[config.mk]
export PLATFORM = sky130hd
export DESIGN_NAME = imm_pack
export DESIGN_NICKNAME = d
export VERILOG_FILES = /design/src/rtl/imm_pack.sv
export SDC_FILE = /design/constraint.sdc
export NUM_CORES = 1
export LEC_CHECK = 0
export CORE_AREA = 2 2 111 70
export CTS_CLUSTER_SIZE = 20
export DETAILED_ROUTE_END_ITERATION = 16
export DIE_AREA = 0 0 113 72
export GPL_ROUTABILITY_DRIVEN = 0
export GPL_TIMING_DRIVEN = 0
export REMOVE_ABC_BUFFERS = 1
export SYNTH_ARGS = -nofsm -noshare
export SYNTH_HDL_FRONTEND = slang
export SYNTH_SLANG_ARGS = --single-unit
[constraint.sdc]
create_clock -name clk -period 2.6 [get_ports clk]
set_clock_uncertainty 0.1 [all_clocks]
set_input_delay 0.52 -clock clk [delete_from_list [all_inputs] [get_ports clk]]
set_output_delay 0.52 -clock clk [all_outputs]
set_load 0.02 [all_outputs]
[src/rtl/imm_pack.sv]
// Two-stage valid/ready pipeline packing a 32-bit value into a 24-bit immediate plus a fit flag.
// Latency 2 cycles; full throughput; optional fit-error counter under IMM_PACK_ERRCNT_EN.
module imm_pack (
    input  logic        clk,
    input  logic        rst,
    input  logic        in_valid,
    output logic        in_ready,
    input  logic [31:0] imm32,
    input  logic [1:0]  Extop,
    output logic        out_valid,
    input  logic        out_ready,
    output logic [23:0] imm,
    output logic        fit,
    output logic [7:0]  err_cnt
);
    logic        s1_vld;
    logic [31:0] s1_dat;
    logic [1:0]  s1_ext;
    logic        s2_vld;
    logic        s2_free;
    logic [23:0] pk_imm;
    logic        pk_fit;

    // S2 can take a new entry when empty or being drained; S1 can when empty or moving on.
    assign s2_free   = !s2_vld || out_ready;
    assign in_ready  = !s1_vld || s2_free;
    assign out_valid = s2_vld;

    always_comb begin
        pk_imm = 24'h000000;
        pk_fit = 1'b0;
        case (s1_ext)
            2'b00: begin
                pk_imm = {8'h00, s1_dat[15:0]};
                pk_fit = (s1_dat[31:16] == 16'h0000);
            end
            2'b01: begin
                pk_imm = {8'h00, s1_dat[15:0]};
                pk_fit = (&s1_dat[31:15]) || (~|s1_dat[31:15]);
            end
            2'b10: begin
                pk_imm = s1_dat[23:0];
                pk_fit = (&s1_dat[31:23]) || (~|s1_dat[31:23]);
            end
            default: begin
                pk_imm = 24'h000000;
                pk_fit = 1'b0;
            end
        endcase
    end

    always_ff @(posedge clk or posedge rst) begin
        if (rst) begin
            s1_vld <= 1'b0;
            s1_dat <= 32'h0;
            s1_ext <= 2'b00;
        end else if (in_ready) begin
            s1_vld <= in_valid;
            if (in_valid) begin
                s1_dat <= imm32;
                s1_ext <= Extop;
            end
        end
    end

    always_ff @(posedge clk or posedge rst) begin
        if (rst) begin
            s2_vld <= 1'b0;
            imm    <= 24'h000000;
            fit    <= 1'b0;
        end else if (s2_free) begin
            s2_vld <= s1_vld;
            if (s1_vld) begin
                imm <= pk_imm;
                fit <= pk_fit;
            end
        end
    end

`ifdef IMM_PACK_ERRCNT_EN
    logic [7:0] cnt;

    always_ff @(posedge clk or posedge rst) begin
        if (rst) begin
            cnt <= 8'h00;
        end else if (s2_vld && out_ready && !fit && (cnt != 8'hFF)) begin
            cnt <= cnt + 8'h01;
        end
    end

    assign err_cnt = cnt;
`else
    assign err_cnt = 8'h00;
`endif

endmodule

# Word-level counts from Yosys, hierarchy flattened
# Index checks and enable logic that the tools add are counted.
classes:
  eq_ne: 2
  mux: 2
  n_reduce_logical: 17
op_table:
  columns: ["op", "n"]
  rows:
  - ["case mux 24 bit (2 select lines)", 1]
  - ["AND reduction 17 bit", 1]
  - ["OR reduction 17 bit", 1]
  - ["logical NOT 16 bit", 1]
  - ["AND reduction 9 bit", 1]
  - ["OR reduction 9 bit", 1]
  - ["logical NOT 1 bit", 4]
  - ["logical OR 1 bit", 4]
  - ["AND reduction 2 bit", 2]
  - ["case mux 1 bit (3 select lines)", 1]
  - ["equality test 2 x 1 -> 1 bit, second input constant", 1]
  - ["equality test 2 bit, second input constant", 1]
  - ["logical NOT 2 bit", 1]
  - ["OR reduction 2 bit", 1]
totals:
  reg_bits: 61
  inputBits: 38
  out_inout_bits: 35
  word_cells: 27

# Longest topological paths before layout
depth:
  ltp_word: 4
  ltp_mapped: 5
  mapped_depth_nobuf: 4

# Least setup slack after synthesis
# No wires, ideal clock.
synth_timing:
  path_kind: "in2reg"
  start: "in out_ready"
  end: "reg s1_ext[0]"
  setup_time_ns: 0.128
  t_arrival_ns: 1.551
  required_time_ns: 2.372
  slack_ns: 0.822
  cell_stages: 4
  n_path_buf: 1
  cell_sequence: "nand3b_1 -> nand2_2 -> buf_4 -> mux2_1"
synth_via:
  elab_chain_cells: 3
synth_rtl:
  columns: ["item", "line_no", "text"]
  rows:
  - ["start, declared", "11", "input logic out_ready,"]
  - ["logical OR 1 bit", "25", "assign s2_free = !s2_vld || out_ready;"]
  - ["logical OR 1 bit", "26", "assign in_ready = !s1_vld || s2_free;"]
  - ["AND reduction 2 bit (no source line)", null, null]
  - ["end signal, assigned", "61", "s1_ext <= Extop;"]
  - ["end, declared", "18", "logic [1:0] s1_ext;"]
# No other way between the ends.
# A chain may end at the register's enable or synchronous reset.

# Worst setup path after layout
layout_timing:
  start: "in out_ready"
  end: "reg imm[5]"
layout_via:
  elab_chain_cells: 2
layout_rtl:
  columns: ["item", "line_no", "text"]
  rows:
  - ["logical OR 1 bit", "25", null]
  - ["AND reduction 2 bit (no source line)", null, null]
  - ["end signal, assigned", "74", "imm <= pk_imm;"]
  - ["end, declared", "12", "output logic [23:0] imm,"]
# No other way between the ends.

==> run_summary.xml <==
<?xml version="1.0" encoding="UTF-8"?>
<metrics>
  <group name="run_status">
    <metric name="status" unit="">finished, violations left</metric>
    <metric name="violations" unit="">DRC</metric>
  </group>
  <group name="final_layout">
    <metric name="layout_commonest_cell" unit="">clkdlybuf4s50_1</metric>
    <metric name="layout_common_cells" unit="">64 x clkdlybuf4s50_1, 61 x dfrtp_1, 30 x mux2_1</metric>
    <metric name="fin_cells" unit="">343</metric>
    <metric name="area_growth" unit="%">41.1</metric>
    <metric name="antenna_cells_inserted" unit="">0</metric>
    <metric name="finalCoreUtilization" unit="">0.486</metric>
    <metric name="postLayoutCellArea" unit="sq um">3440</metric>
    <metric name="fraction_of_layout_cells_with_a_size_suffix_above_1" unit="">0.0952</metric>
    <metric name="final_nets" unit="">285</metric>
  </group>
  <group name="clock_tree">
    <metric name="cts_tree" unit="">yes</metric>
    <metric name="cts_hold_buf" unit="">0</metric>
    <metric name="number_of_clock_buffers_inserted_by_tritoncts" unit="">9</metric>
    <metric name="clk-insertion-delay-late" unit="ns">0.31</metric>
    <metric name="cts_resized" unit="">0</metric>
    <metric name="clock_tree.htree_level_count" unit="">3</metric>
    <metric name="cts-root-buf" unit="">clkbuf_16</metric>
    <metric name="clock-sinks" unit="">61</metric>
    <metric name="ctsLongestPathBuffers" unit="">2</metric>
    <metric name="clk_pin_slew_worst_paths" unit="ns">0.05</metric>
    <metric name="post-cts-setup-buffers" unit="">0</metric>
  </group>
  <group name="critical_path">
    <metric name="required" unit="ns">2.74</metric>
    <metric name="path_max_fanout" unit="">35</metric>
    <metric name="worst_ep_arrival_time" unit="ns">2.55</metric>
    <metric name="startpoint_type" unit="">input port</metric>
    <metric name="timing_worst_setup_path_type" unit="">input port to flip-flop</metric>
    <metric name="critPathCaptureType" unit="">flip-flop</metric>
  </group>
  <group name="sta">
    <metric name="final_min_period_over_clock_period" unit="">0.928</metric>
    <metric name="period_minus_slack" unit="ns">2.41</metric>
    <metric name="tightestPinTransition" unit="ns">0.858</metric>
    <metric name="tns" unit="ns">0</metric>
    <metric name="achievable-frequency" unit="MHz">415</metric>
    <metric name="grt_setup_unrepaired" unit="">no</metric>
    <metric name="slew_viol_final" unit="">0</metric>
    <metric name="final-hold-violation-count" unit="">0</metric>
    <metric name="setup_violations" unit="">0</metric>
    <metric name="relative_slew_slack" unit="">0.426</metric>
    <metric name="setup_slack" unit="ns">0.188</metric>
  </group>
  <group name="detailed_routing">
    <metric name="detail_route.iter0.violations" unit="">65</metric>
    <metric name="vias_per_std_cell" unit="">4.61</metric>
    <metric name="antenna_left" unit="">0</metric>
    <metric name="wirelength" unit="um">4840</metric>
    <metric name="wirelength_per_cell" unit="um">14.1</metric>
    <metric name="dr_total_vias" unit="">1580</metric>
    <metric name="drt_drc_violations_left" unit="">5</metric>
    <metric name="drt-pass1-iter-count" unit="">10</metric>
  </group>
  <group name="grt">
    <metric name="grt_usage" unit="">0.130</metric>
    <metric name="first_pass_grt_wire_length" unit="um">8140</metric>
    <metric name="grt-ovfl-total" unit="">0</metric>
    <metric name="grt_start_max_net_pins" unit="">36</metric>
    <metric name="grt_pass1_vias" unit="">1571</metric>
    <metric name="antenna_found_initial" unit="">0</metric>
  </group>
  <group name="logic_synthesis">
    <metric name="mappedNetlistArea" unit="sq um">2440</metric>
    <metric name="synthesis.yosys.warnings" unit="">0</metric>
    <metric name="count_of_flip_flops_with_a_built_in_enable_after_synthesis" unit="">0</metric>
    <metric name="postSynthCellCount" unit="">180</metric>
    <metric name="synth_top_flop_cell" unit="">dfrtp_1</metric>
    <metric name="synthArstFlopShare" unit="">1.00</metric>
    <metric name="synth-seq-area-share" unit="">0.626</metric>
    <metric name="synthDistinctLibCells" unit="">29</metric>
    <metric name="syn_avg_cell_area" unit="sq um">13.6</metric>
    <metric name="yosys_register_bits" unit="">61</metric>
  </group>
  <group name="die">
    <metric name="fp.dieArea" unit="sq um">8140</metric>
    <metric name="chipHeight" unit="um">72</metric>
    <metric name="initial_utilization" unit="">0.344</metric>
    <metric name="core.rowCount" unit="">24</metric>
    <metric name="placeableCoreArea" unit="sq um">7090</metric>
    <metric name="io-pin-count" unit="">73</metric>
    <metric name="die_width" unit="um">113</metric>
  </group>
  <group name="power_and_ir_drop">
    <metric name="power_density" unit="nW/um^2">870</metric>
    <metric name="total_leakage_power" unit="nW">1.47</metric>
    <metric name="worst_vdd_ir" unit="mV">0.366</metric>
  </group>
  <group name="job">
    <metric name="maxCapViolations" unit="">0</metric>
  </group>
  <group name="place">
    <metric name="place.port_buffers" unit="">64</metric>
    <metric name="dp.cells" unit="">327</metric>
    <metric name="post-place-ws" unit="ns">-0.182</metric>
    <metric name="dpl-instance-area" unit="sq um">3130</metric>
    <metric name="place.detailed.hpwl" unit="um">3270</metric>
  </group>
  <group name="worst_hold_path">
    <metric name="min_path_type" unit="">flip-flop to flip-flop</metric>
  </group>
</metrics>
-- kinds of logic after synthesis --
family | Yosys count | share of synthesized area
AOI/OAI and AO/OA | 32 | 0.102
buffers and inverters | 17 | 0.0451
DFF | 61 | 0.626
muxes | 34 | 0.157
other | 1 | 0.00154
and+or+nand+nor | 35 | 0.0687
-- synth_stat cells, types with 2 or more instances --
| cell | number | area, sq um |
|---|---|---|
| nand2_2 | 2 | 12.5 |
| a21o_1 | 2 | 15.0 |
| nand2b_1 | 3 | 18.8 |
| o21ai_0 | 7 | 35.0 |
| a22o_1 | 16 | 140 |
| mux2_1 | 30 | 338 |
| nand2_1 | 18 | 67.6 |
| nand4_1 | 3 | 18.8 |
| clkbuf_1 | 2 | 7.51 |
| nor3_1 | 3 | 15.0 |
| buf_4 | 12 | 90.1 |
| dfrtp_1 | 61 | 1530 |
| mux2_2 | 4 | 45.0 |
| nor4_1 | 2 | 12.5 |
-- report_power, final --
group | switching, W | total [W] | internal (W)
logic | 0.000265 | 0.000563 | 0.000298
registers | 0.000108 | 0.00122 | 0.00111
clock network | 0.000382 | 0.00121 | 0.000833
-- state kept, by name (all words and copies together) (netlist names) --
register / flops
s1_dat: 32
imm: 24
s1_ext: 2
fit: 1
out_valid: 1
s1_vld: 1
-- metrics by stage --
| stage | total power [W] | hold slack, ns |
|---|---|---|
| 2_1_floorplan | 0.00151 | 0.362 |
| 3_3_place_gp | 0.00179 | 0.361 |
| 3_5_place_dp | 0.00180 | 0.370 |
| 4_1_cts | 0.00304 | 0.382 |
| 5_1_grt | 0.00315 | 0.401 |
| 6_report | 0.00299 | 0.375 |
-- layer usage --
layer,GRT usage,part of all wire
met1,0.193,0.51
met2,0.172,0.40
met4,0.0447,0.0083
met3,0.0493,0.076
met5,0,0
-- worst max-delay path, stage by stage --
cell and delay [ns]:
clkdlybuf4s50_1 0.46, nand2b_1 0.13, nand2_2 0.40, a21oi_2 0.79, a22o_1 0.24
-- final timing paths --
path                       startpoint   endpoint  slack [ns]  depth (start not counted)
min in group asynchronous         rst  s1_dat[6]        0.51                          2
max reg2reg                 out_valid     imm[5]        0.50                          4
max                         out_ready     imm[5]        0.19                          5
max in group asynchronous         rst     imm[4]        1.29                          3
min reg2reg                   imm[22]    imm[22]        0.38                          2
min                           imm[22]    imm[22]        0.38                          2
-- layout make-up --
| cell class | instances | area, sq um |
|---|---|---|
| sequential | 61 | 1530 |
| fill | 656 | 3640 |
| timing repair buffer | 65 | 661 |
| clock buffer | 11 | 233 |
| clock inverter | 5 | 75.1 |
| tap | 91 | 114 |
| multi-input combinational | 109 | 830 |
| inverter | 1 | 3.75 |
Note: power is estimated with default switching activity, not from simulation.
